===== config.mk =====
export PLATFORM = sky130hd
export DESIGN_NAME = psram_arbiter_flat
export DESIGN_NICKNAME = d
export VERILOG_FILES = /design/src/rtl/psram_pkg.sv /design/src/rtl/psram_arbiter_if.sv /design/src/rtl/psram_arbiter.sv /design/src/flat_wrapper.sv
export SDC_FILE = /design/constraint.sdc
export NUM_CORES = 1
export LEC_CHECK = 0
export CAP_MARGIN = 20
export CELL_PAD_IN_SITES_DETAIL_PLACEMENT = 1
export CELL_PAD_IN_SITES_GLOBAL_PLACEMENT = 1
export CORE_MARGIN = 3
export CORE_UTILIZATION = 30
export DETAILED_ROUTE_END_ITERATION = 12
export PLACE_DENSITY = 0.84
export SYNTH_ARGS = -nofsm -noshare
export SYNTH_HDL_FRONTEND = slang
export SYNTH_SLANG_ARGS = --single-unit
export TNS_END_PERCENT = 10

===== constraint.sdc =====
create_clock -name clk -period 5 [get_ports clk]
set_clock_uncertainty 0.15 [all_clocks]
set_input_delay 1.25 -clock clk [delete_from_list [all_inputs] [get_ports clk]]
set_output_delay 1.25 -clock clk [all_outputs]
set_load 0.005 [all_outputs]

===== src/rtl/psram_pkg.sv =====
// Shared types and default widths for the cram0 PSRAM arbiter.
package psram_pkg;

    localparam int unsigned PSRAM_ADDR_WIDTH = 22;
    localparam int unsigned PSRAM_DATA_WIDTH = 16;
    localparam int unsigned PSRAM_MASK_WIDTH = 2;

    typedef enum logic [1:0] {
        IDLE  = 2'd0,
        ISSUE = 2'd1,
        WAIT  = 2'd2
    } psram_state_e;

    typedef struct packed {
        logic                        we;
        logic [PSRAM_ADDR_WIDTH-1:0] addr;
        logic [PSRAM_DATA_WIDTH-1:0] wdata;
        logic [PSRAM_MASK_WIDTH-1:0] mask;
    } psram_cmd_t;

endpackage


===== src/rtl/psram_arbiter_if.sv =====
// Requester and controller handshake bundle; master = arbiter side, slave = requesters plus controller.
interface psram_arbiter_if
    import psram_pkg::*;
#(
    parameter int unsigned ADDR_WIDTH = PSRAM_ADDR_WIDTH,
    parameter int unsigned DATA_WIDTH = PSRAM_DATA_WIDTH
) ();

    logic                  req0_valid;
    logic                  req0_we;
    logic [ADDR_WIDTH-1:0] req0_addr;
    logic [DATA_WIDTH-1:0] req0_wdata;
    logic [1:0]            req0_mask;
    logic                  req0_ready;
    logic                  req0_done;
    logic [DATA_WIDTH-1:0] req0_rdata;

    logic                  req1_valid;
    logic                  req1_we;
    logic [ADDR_WIDTH-1:0] req1_addr;
    logic [DATA_WIDTH-1:0] req1_wdata;
    logic [1:0]            req1_mask;
    logic                  req1_ready;
    logic                  req1_done;
    logic [DATA_WIDTH-1:0] req1_rdata;

    logic                  mem_valid;
    logic                  mem_we;
    logic [ADDR_WIDTH-1:0] mem_addr;
    logic [DATA_WIDTH-1:0] mem_wdata;
    logic [1:0]            mem_mask;
    logic                  mem_ready;
    logic                  mem_done;
    logic [DATA_WIDTH-1:0] mem_rdata;

    modport master (
        input  req0_valid, req0_we, req0_addr, req0_wdata, req0_mask,
        output req0_ready, req0_done, req0_rdata,
        input  req1_valid, req1_we, req1_addr, req1_wdata, req1_mask,
        output req1_ready, req1_done, req1_rdata,
        output mem_valid, mem_we, mem_addr, mem_wdata, mem_mask,
        input  mem_ready, mem_done, mem_rdata
    );

    modport slave (
        output req0_valid, req0_we, req0_addr, req0_wdata, req0_mask,
        input  req0_ready, req0_done, req0_rdata,
        output req1_valid, req1_we, req1_addr, req1_wdata, req1_mask,
        input  req1_ready, req1_done, req1_rdata,
        input  mem_valid, mem_we, mem_addr, mem_wdata, mem_mask,
        output mem_ready, mem_done, mem_rdata
    );

endinterface


===== src/rtl/psram_arbiter.sv =====
// Round-robin arbiter sharing one PSRAM controller port between scanout (0) and loader (1).
// One transaction in flight; a watchdog forces release if the controller never completes.
module psram_arbiter
    import psram_pkg::*;
#(
    parameter int unsigned ADDR_WIDTH = PSRAM_ADDR_WIDTH,
    parameter int unsigned DATA_WIDTH = PSRAM_DATA_WIDTH,
    parameter int unsigned TIMEOUT    = 255
) (
    input  logic            clk,
    input  logic            reset_n,
    psram_arbiter_if.master bus,
    output logic            timeout_err
);

    localparam int unsigned WDOG_W = $clog2(TIMEOUT + 1);

    psram_state_e                 state_q, state_d;
    psram_cmd_t                   cmd_q, cmd_d;
    logic                         grant_q, grant_d;
    logic                         last_q, last_d;
    logic [WDOG_W-1:0]            wdog_q, wdog_d;
    logic                         mem_valid_q, mem_valid_d;
    logic [1:0]                   ready_q, ready_d;
    logic [1:0]                   done_q, done_d;
    logic [1:0][DATA_WIDTH-1:0]   rdata_q, rdata_d;
    logic                         terr_q, terr_d;
    logic                         pick;

    // On a tie the requester that did not finish last wins.
    function automatic logic rr_pick(input logic v0, input logic v1, input logic last);
        return (v0 && v1) ? ~last : v1;
    endfunction

    always_ff @(posedge clk) begin
        if (!reset_n) begin
            state_q     <= IDLE;
            cmd_q       <= '0;
            grant_q     <= 1'b0;
            last_q      <= 1'b1;
            wdog_q      <= '0;
            mem_valid_q <= 1'b0;
            ready_q     <= '0;
            done_q      <= '0;
            rdata_q     <= '0;
            terr_q      <= 1'b0;
        end else begin
            state_q     <= state_d;
            cmd_q       <= cmd_d;
            grant_q     <= grant_d;
            last_q      <= last_d;
            wdog_q      <= wdog_d;
            mem_valid_q <= mem_valid_d;
            ready_q     <= ready_d;
            done_q      <= done_d;
            rdata_q     <= rdata_d;
            terr_q      <= terr_d;
        end
    end

    always_comb begin
        state_d     = state_q;
        cmd_d       = cmd_q;
        grant_d     = grant_q;
        last_d      = last_q;
        wdog_d      = wdog_q;
        mem_valid_d = mem_valid_q;
        ready_d     = '0;
        done_d      = '0;
        rdata_d     = rdata_q;
        terr_d      = terr_q;
        pick        = rr_pick(bus.req0_valid, bus.req1_valid, last_q);

        unique case (state_q)
            IDLE: begin
                if (bus.req0_valid || bus.req1_valid) begin
                    grant_d = pick;
                    if (pick) begin
                        cmd_d = '{we:    bus.req1_we,
                                  addr:  PSRAM_ADDR_WIDTH'(bus.req1_addr),
                                  wdata: PSRAM_DATA_WIDTH'(bus.req1_wdata),
                                  mask:  bus.req1_mask};
                    end else begin
                        cmd_d = '{we:    bus.req0_we,
                                  addr:  PSRAM_ADDR_WIDTH'(bus.req0_addr),
                                  wdata: PSRAM_DATA_WIDTH'(bus.req0_wdata),
                                  mask:  bus.req0_mask};
                    end
                    ready_d[pick] = 1'b1;
                    mem_valid_d   = 1'b1;
                    state_d       = ISSUE;
                end
            end
            ISSUE: begin
                if (bus.mem_ready) begin
                    mem_valid_d = 1'b0;
                    wdog_d      = '0;
                    state_d     = WAIT;
                end
            end
            WAIT: begin
                // Completion wins over a watchdog expiry in the same cycle.
                if (bus.mem_done) begin
                    done_d[grant_q] = 1'b1;
                    if (!cmd_q.we) begin
                        rdata_d[grant_q] = DATA_WIDTH'(bus.mem_rdata);
                    end
                    last_d  = grant_q;
                    state_d = IDLE;
                end else begin
                    wdog_d = wdog_q + WDOG_W'(1);
                    if (wdog_q == WDOG_W'(TIMEOUT - 1)) begin
                        done_d[grant_q] = 1'b1;
                        terr_d          = 1'b1;
                        last_d          = grant_q;
                        state_d         = IDLE;
                    end
                end
            end
            default: state_d = IDLE;
        endcase
    end

    assign bus.req0_ready = ready_q[0];
    assign bus.req1_ready = ready_q[1];
    assign bus.req0_done  = done_q[0];
    assign bus.req1_done  = done_q[1];
    assign bus.req0_rdata = rdata_q[0];
    assign bus.req1_rdata = rdata_q[1];
    assign bus.mem_valid  = mem_valid_q;
    assign bus.mem_we     = cmd_q.we;
    assign bus.mem_addr   = ADDR_WIDTH'(cmd_q.addr);
    assign bus.mem_wdata  = DATA_WIDTH'(cmd_q.wdata);
    assign bus.mem_mask   = cmd_q.mask;
    assign timeout_err    = terr_q;

endmodule

===== src/flat_wrapper.sv =====
// flat-port wrapper written by rule: the top's interface ports become plain ports
module psram_arbiter_flat import psram_pkg::*;
#(
    parameter int unsigned ADDR_WIDTH = PSRAM_ADDR_WIDTH,
    parameter int unsigned DATA_WIDTH = PSRAM_DATA_WIDTH,
    parameter int unsigned TIMEOUT    = 255
)
  (clk, reset_n, timeout_err, bus_req0_valid, bus_req0_we, bus_req0_addr, bus_req0_wdata, bus_req0_mask, bus_req0_ready, bus_req0_done, bus_req0_rdata, bus_req1_valid, bus_req1_we, bus_req1_addr, bus_req1_wdata, bus_req1_mask, bus_req1_ready, bus_req1_done, bus_req1_rdata, bus_mem_valid, bus_mem_we, bus_mem_addr, bus_mem_wdata, bus_mem_mask, bus_mem_ready, bus_mem_done, bus_mem_rdata);
  psram_arbiter_if #(.ADDR_WIDTH(ADDR_WIDTH), .DATA_WIDTH(DATA_WIDTH)) bus_i ();
  input  logic clk;
  input  logic reset_n;
  output logic timeout_err;
  input wire logic [$bits(bus_i.req0_valid)-1:0] bus_req0_valid;
  input wire logic [$bits(bus_i.req0_we)-1:0] bus_req0_we;
  input wire logic [$bits(bus_i.req0_addr)-1:0] bus_req0_addr;
  input wire logic [$bits(bus_i.req0_wdata)-1:0] bus_req0_wdata;
  input wire logic [$bits(bus_i.req0_mask)-1:0] bus_req0_mask;
  output wire logic [$bits(bus_i.req0_ready)-1:0] bus_req0_ready;
  output wire logic [$bits(bus_i.req0_done)-1:0] bus_req0_done;
  output wire logic [$bits(bus_i.req0_rdata)-1:0] bus_req0_rdata;
  input wire logic [$bits(bus_i.req1_valid)-1:0] bus_req1_valid;
  input wire logic [$bits(bus_i.req1_we)-1:0] bus_req1_we;
  input wire logic [$bits(bus_i.req1_addr)-1:0] bus_req1_addr;
  input wire logic [$bits(bus_i.req1_wdata)-1:0] bus_req1_wdata;
  input wire logic [$bits(bus_i.req1_mask)-1:0] bus_req1_mask;
  output wire logic [$bits(bus_i.req1_ready)-1:0] bus_req1_ready;
  output wire logic [$bits(bus_i.req1_done)-1:0] bus_req1_done;
  output wire logic [$bits(bus_i.req1_rdata)-1:0] bus_req1_rdata;
  output wire logic [$bits(bus_i.mem_valid)-1:0] bus_mem_valid;
  output wire logic [$bits(bus_i.mem_we)-1:0] bus_mem_we;
  output wire logic [$bits(bus_i.mem_addr)-1:0] bus_mem_addr;
  output wire logic [$bits(bus_i.mem_wdata)-1:0] bus_mem_wdata;
  output wire logic [$bits(bus_i.mem_mask)-1:0] bus_mem_mask;
  input wire logic [$bits(bus_i.mem_ready)-1:0] bus_mem_ready;
  input wire logic [$bits(bus_i.mem_done)-1:0] bus_mem_done;
  input wire logic [$bits(bus_i.mem_rdata)-1:0] bus_mem_rdata;
  assign bus_i.req0_valid = bus_req0_valid;
  assign bus_i.req0_we = bus_req0_we;
  assign bus_i.req0_addr = bus_req0_addr;
  assign bus_i.req0_wdata = bus_req0_wdata;
  assign bus_i.req0_mask = bus_req0_mask;
  assign bus_req0_ready = bus_i.req0_ready;
  assign bus_req0_done = bus_i.req0_done;
  assign bus_req0_rdata = bus_i.req0_rdata;
  assign bus_i.req1_valid = bus_req1_valid;
  assign bus_i.req1_we = bus_req1_we;
  assign bus_i.req1_addr = bus_req1_addr;
  assign bus_i.req1_wdata = bus_req1_wdata;
  assign bus_i.req1_mask = bus_req1_mask;
  assign bus_req1_ready = bus_i.req1_ready;
  assign bus_req1_done = bus_i.req1_done;
  assign bus_req1_rdata = bus_i.req1_rdata;
  assign bus_mem_valid = bus_i.mem_valid;
  assign bus_mem_we = bus_i.mem_we;
  assign bus_mem_addr = bus_i.mem_addr;
  assign bus_mem_wdata = bus_i.mem_wdata;
  assign bus_mem_mask = bus_i.mem_mask;
  assign bus_i.mem_ready = bus_mem_ready;
  assign bus_i.mem_done = bus_mem_done;
  assign bus_i.mem_rdata = bus_mem_rdata;
  psram_arbiter #(.ADDR_WIDTH(ADDR_WIDTH), .DATA_WIDTH(DATA_WIDTH), .TIMEOUT(TIMEOUT)) u_core (.clk(clk), .reset_n(reset_n), .bus(bus_i), .timeout_err(timeout_err));
endmodule

==> impl_metrics.ini, run 1 <==
[run_status]
status = complete, no violations

[clock_tree]
root_buffer = clkbuf_16
htree_levels = 3
cts_tree = built
cts_made_buffers = 9
ctsHoldBuffers = 0
ctsResizeCount = 0
cts.sinks = 91
clockBufferDepth = 2
cts_setup_buffers = 0
insertion_delay_ns = 0.34
clk_pin_slew_ns = 0.07

[floorplan]
core_area_mm2 = 0.01161
io_pins = 183
die_w_um = 116.1
initial_core_util = 0.3129
die_area_mm2 = 0.01347
rows = 39
dieHeight_um = 116.1

[timing]
setup_viol = 0
slew_headroom = 0.4911
maxSlewViolCount = 0
hold_viol = 0
fin_crit_sh = 0.5862
fmax_ghz = 0.3412
period_minus_slack_ns = 2.931
tns_ns = 0
tightestPinTransition_ns = 0.7634
rsz0062_at_grt = no
layout_setup_ws_ns = 2.069

[critical_path]
timing.rr.start = u_core.state_q[1]$_SDFFE_PN0P_
path_class = input pin to register
crit_fanout = 86
cp-start-kind = input pin
rrSetupSlack_ns = 3.10
arrival_ns = 3.04
r2r_end = u_core.bus.req0_rdata[13]$_SDFFE_PN0P_
crit_path_end_kind = register
crit_start = bus_req0_valid
cp.required_ns = 5.11
rr_worst_depth = 4

[yosys]
synth.distinct_cells = 38
syn_inst = 411
ys_async_sr_fraction = 0
synth_edf_count = 0
yosysSeqAreaShare = 0.5014
ys_seq_elements = 91
synth_nets = 517
synthFlopType = dfxtp_1
syn_avg_cell_area_um2 = 8.841
syn_area_mm2 = 0.003633
synth_warnings = 0

[routing]
drc = 0
vias = 3598
wl_um = 12450
ant_nets = 0
viasPerCell = 4.956
drt-pass1-iter-count = 4
drt_iter0_markers = 128
post_drt_wl_per_cell_um = 17.15

[hold_path]
hold_depth = 2
hp-class = register to register
min_to = u_core.bus.req0_rdata[5]$_SDFFE_PN0P_
hold_start = u_core.bus.req0_rdata[5]$_SDFFE_PN0P_

[place]
dp_hpwl_um = 9202
io_buffer_count = 182
place_congestion = 0.7979
place_ws_ns = 1.693

[final_layout]
final_layout_size_suffix_gt1_frac = 0.04117
nets = 684
nFillCells = 1338
diodes = 0
syn2layout_area_growth_pct = 60.92

[global_routing]
grt_overflow = 0
grt_max_degree = 87
grt_busiest_layer = met2
grtUsageMet1 = 0.2064
grt_use_met2 = 0.3157
grt_pass1_vias = 3884
grt_use_total = 0.1875
met3_usage = 0.08303
antenna_found_initial = 0
grt_first_pass_wirelength_um = 19560

[run]
maxCapViolCount = 0

[pwr]
leakage_nw = 2.087
p_per_area_mw_per_mm2 = 314.5
ir_drop_v = 0.0001491
cell usage after synthesis (2+ instances only):
cell type,count,area share
nand3_1,4,0.0055
o21ai_0,43,0.059
buf_2,12,0.017
xor2_1,2,0.0048
a211oi_1,3,0.0062
nor2_1,15,0.015
mux2i_1,42,0.12
or3_1,2,0.0034
clkbuf_1,13,0.013
nor2b_1,2,0.0034
ha_1,2,0.0069
nor3_1,2,0.0028
dfxtp_1,91,0.50
xnor2_1,3,0.0072
a21oi_1,79,0.11
inv_1,3,0.0031
buf_6,3,0.0093
and3_1,3,0.0052
nand2_1,68,0.070
cells by family after synthesis:
family          Yosys count  synth area share
compound gates          131            0.1870
fa+ha+maj                 2          0.006886
mux                      42            0.1157
flops                    91            0.5014
simple gates            107            0.1322
buf+inv                  33           0.04476
xor+xnor                  5           0.01205
layer usage:
| metal | up-vias | share of wire |
|---|---|---|
| met5 | - | 0 |
| met4 | 0 | 0.019 |
| met3 | 15 | 0.11 |
| met2 | 138 | 0.48 |
| met1 | 1690 | 0.39 |
| li1 | 1755 | - |
how the worst max path moves through the flow:
| stage | to |
|---|---|
| after CTS | u_core.bus.mem_wdata[4]$_SDFFE_PN0P_ |
| final | u_core.bus.mem_wdata[4]$_SDFFE_PN0P_ |
| after detailed placement | u_core.last_q$_SDFFE_PN1P_ |
| after global placement | u_core.bus.mem_addr[13]$_SDFFE_PN0P_ |
| after floorplan | u_core.bus.mem_addr[0]$_SDFFE_PN0P_ |
| after global routing | u_core.bus.mem_wdata[12]$_SDFFE_PN0P_ |
report_power, final:
group | switching (mW) | leakage, nW | internal, mW
Clock | 0.292 | 0.149 | 0.439
Sequential | 0.0271 | 0.745 | 0.770
Combinational | 0.126 | 1.19 | 0.184
Total | 0.445 | 2.09 | 1.39
stage by stage:
stage / instances / area (µm²) / power (mW) / util / hold slack [ns]
2_1_floorplan: 411 / 3633 / 0.9207 / - / 0.2874
3_3_place_gp: 710 / 5529 / 1.113 / 0.4761 / 0.2929
3_5_place_dp: 710 / 5529 / 1.124 / 0.4761 / 0.3015
4_1_cts: 726 / 5847 / 1.864 / 0.5034 / 0.3107
5_1_grt: 726 / 5847 / 1.922 / 0.5034 / 0.3327
6_report: 726 / 5847 / 1.839 / 0.5034 / 0.3077
critical path, cell delays in order:
cell and delay (ns):
clkdlybuf4s50_1 0.56, nor2_1 0.07, nor3_2 0.10, buf_4 0.63, o21ai_0 0.22, a21oi_1 0.20
layout make-up:
type / count / area, µm² / share of cell area
sequential: 91 / 1822 / 0.3116
clock inverter: 6 / 88.84 / 0.01519
tap: 143 / 178.9 / 0.03060
inverter: 3 / 11.26 / 0.001926
multi-input combinational: 287 / 1665 / 0.2848
clock buffer: 10 / 229.0 / 0.03916
timing repair buffer: 186 / 1852 / 0.3167
cells in the final DEF (no fill, tap or decap), drive strengths merged, types with 4 or more instances in the layout:
cell           instances
clkbuf                10
inv                    4
nand3                  4
a21oi                 79
nor2                  15
o21ai                 43
buf                    4
clkdlybuf4s50        182
nand2                 68
dfxtp                 91
mux2i                 42
flip-flops by register name (all words and copies together), names as in the netlist:
register / flops
u_core.wdog_q: 8
u_core.bus.mem_wdata: 16
u_core.bus.mem_addr: 22
u_core.bus.req0_rdata: 16
u_core.last_q: 1
u_core.timeout_err: 1
u_core.bus.mem_we: 1
u_core.state_q: 2
u_core.bus.req1_rdata: 16
u_core.bus.mem_mask: 2
u_core.bus.mem_valid: 1
u_core.done_q: 2
u_core.ready_q: 2
u_core.grant_q: 1
Note: power is estimated with default switching activity, not from simulation.
==> inputs of run 2 (changes only) <==
- CORE_UTILIZATION: 30 -> 28
- PLACE_DENSITY: 0.84 -> 0.79
- clock period: 5 -> 2.8 ns (I/O delays scaled with it)
==> impl_metrics.ini, run 2 (synthesis gave the netlist of run 1 again) <==
[final_layout]
final_cell_mix = 182 x clkdlybuf4s50_1, 91 x dfxtp_1, 79 x a21oi_1, 68 x nand2_1, 43 x o21ai_0
nets = 687
final_area_mm2 = 0.005892
largest_reg_flops = 22
syn2layout_area_growth_pct = 62.16
final_layout_size_suffix_gt1_frac = 0.04110
final_common_cell = clkdlybuf4s50_1
diodes = 0

[global_routing]
grt_overflow = 0
grt_pass1_vias = 3829
antenna_found_initial = 0
grt_first_pass_wirelength_um = 19560
grt_use_total = 0.1709
grt_max_degree = 87

[timing]
fin_crit_sh = 0.7965
setup_viol = 0
slew_headroom = 0.6390
fmax_ghz = 0.4484
tns_ns = 0
tightestPinTransition_ns = 0.5415
rsz0062_at_grt = no
hold_viol = 0
period_minus_slack_ns = 2.230
maxSlewViolCount = 0
layout_setup_ws_ns = 0.5698

[clock_tree]
clockBufferDepth = 2
clk_pin_slew_ns = 0.07
cts_tree = built
cts.sinks = 91
cts_setup_buffers = 0
insertion_delay_ns = 0.34
htree_levels = 3
root_buffer = clkbuf_16
ctsHoldBuffers = 0
ctsResizeCount = 0
cts_made_buffers = 9

[hold_path]
hp-class = register to register
hold_depth = 2

[routing]
ant_nets = 0
wl_um = 12250
drt-pass1-iter-count = 4
vias = 3550
drc = 0
post_drt_wl_per_cell_um = 16.29
viasPerCell = 4.721
drt_iter0_markers = 109

[critical_path]
crit_path_end_kind = register
crit_fanout = 6
cp.required_ns = 2.91
cp-start-kind = input pin
path_class = input pin to register
arrival_ns = 2.34
rr_worst_depth = 4

[place]
dp_hpwl_um = 9295
dpl-instance-area_mm2 = 0.005608
io_buffer_count = 182
place_ws_ns = 0.1907
place_congestion = 0.8119

[pwr]
ir_drop_v = 0.0002973
p_per_area_mw_per_mm2 = 539.5
leakage_nw = 2.096

[run]
maxCapViolCount = 0

[floorplan]
io_pins = 183
core_area_mm2 = 0.01236
die_area_mm2 = 0.01438
rows = 40
initial_core_util = 0.2939
dieHeight_um = 119.9
die_w_um = 119.9

[run_status]
status = complete, no violations
[run 2: cell types whose count changed in the layout (fill, tap and decap cells not counted), sizes merged]
cell,change
clkbuf,+2
clkinvlp,-1
buf,+3
clkinv,-1
inv,-1
bufinv,-1
[run 2: cell type report]
type	instances	area, µm²
fill	1412	6470
timing repair buffer	189	1899
sequential	91	1822
multi-input combinational	287	1665
clock buffer	12	246.5
tap	168	210.2
clock inverter	2	37.54
inverter	3	11.26
[run 2: metal layers]
| metal | GRT usage | share of wire | wire length (µm) | up-vias |
|---|---|---|---|---|
| li1 | - | - | - | 1763 |
| met1 | 0.1851 | 0.39 | 4830 | 1631 |
| met2 | 0.2922 | 0.48 | 5893 | 138 |
| met3 | 0.07964 | 0.11 | 1324 | 18 |
| met4 | 0.06084 | 0.016 | 199 | 0 |
| met5 | 0 | 0 | 0 | - |
[run 2: where the power goes]
group,total [mW],switching [mW],leakage (nW),internal [mW]
logic,0.564,0.228,1.22,0.335
clock network,1.19,0.485,0.135,0.707
registers,1.42,0.0472,0.745,1.38
total,3.18,0.760,2.10,2.42
[run 2: through the flow]
step                power, mW  hold WS [ns]    util  instances
floorplan               1.644        0.2874       -        411
global placement        1.999        0.2929  0.4536        738
detailed placement      2.019        0.2985  0.4536        738
CTS                     3.214        0.3068  0.4766        752
global route            3.327        0.3323  0.4766        752
finish                  3.179        0.3051  0.4766        752
[run 2: path summary, 6_finish.rpt]
check	startpoint	end	slack (ns)
setup / recovery	bus_mem_done	u_core.wdog_q[4]$_SDFFE_PN0P_	0.57
hold reg to reg	u_core.bus.req1_rdata[5]$_SDFFE_PN0P_	u_core.bus.req1_rdata[5]$_SDFFE_PN0P_	0.31
setup reg to reg	u_core.state_q[1]$_SDFFE_PN0P_	u_core.bus.req0_rdata[0]$_SDFFE_PN0P_	0.91
hold / removal	u_core.bus.req1_rdata[5]$_SDFFE_PN0P_	u_core.bus.req1_rdata[5]$_SDFFE_PN0P_	0.31
[run 2: critical path, cell delays in order]
cell and delay, ns:
clkdlybuf4s50_1 0.51, nor3b_1 0.43, nor2_1 0.16, or3_1 0.38, a21oi_1 0.16
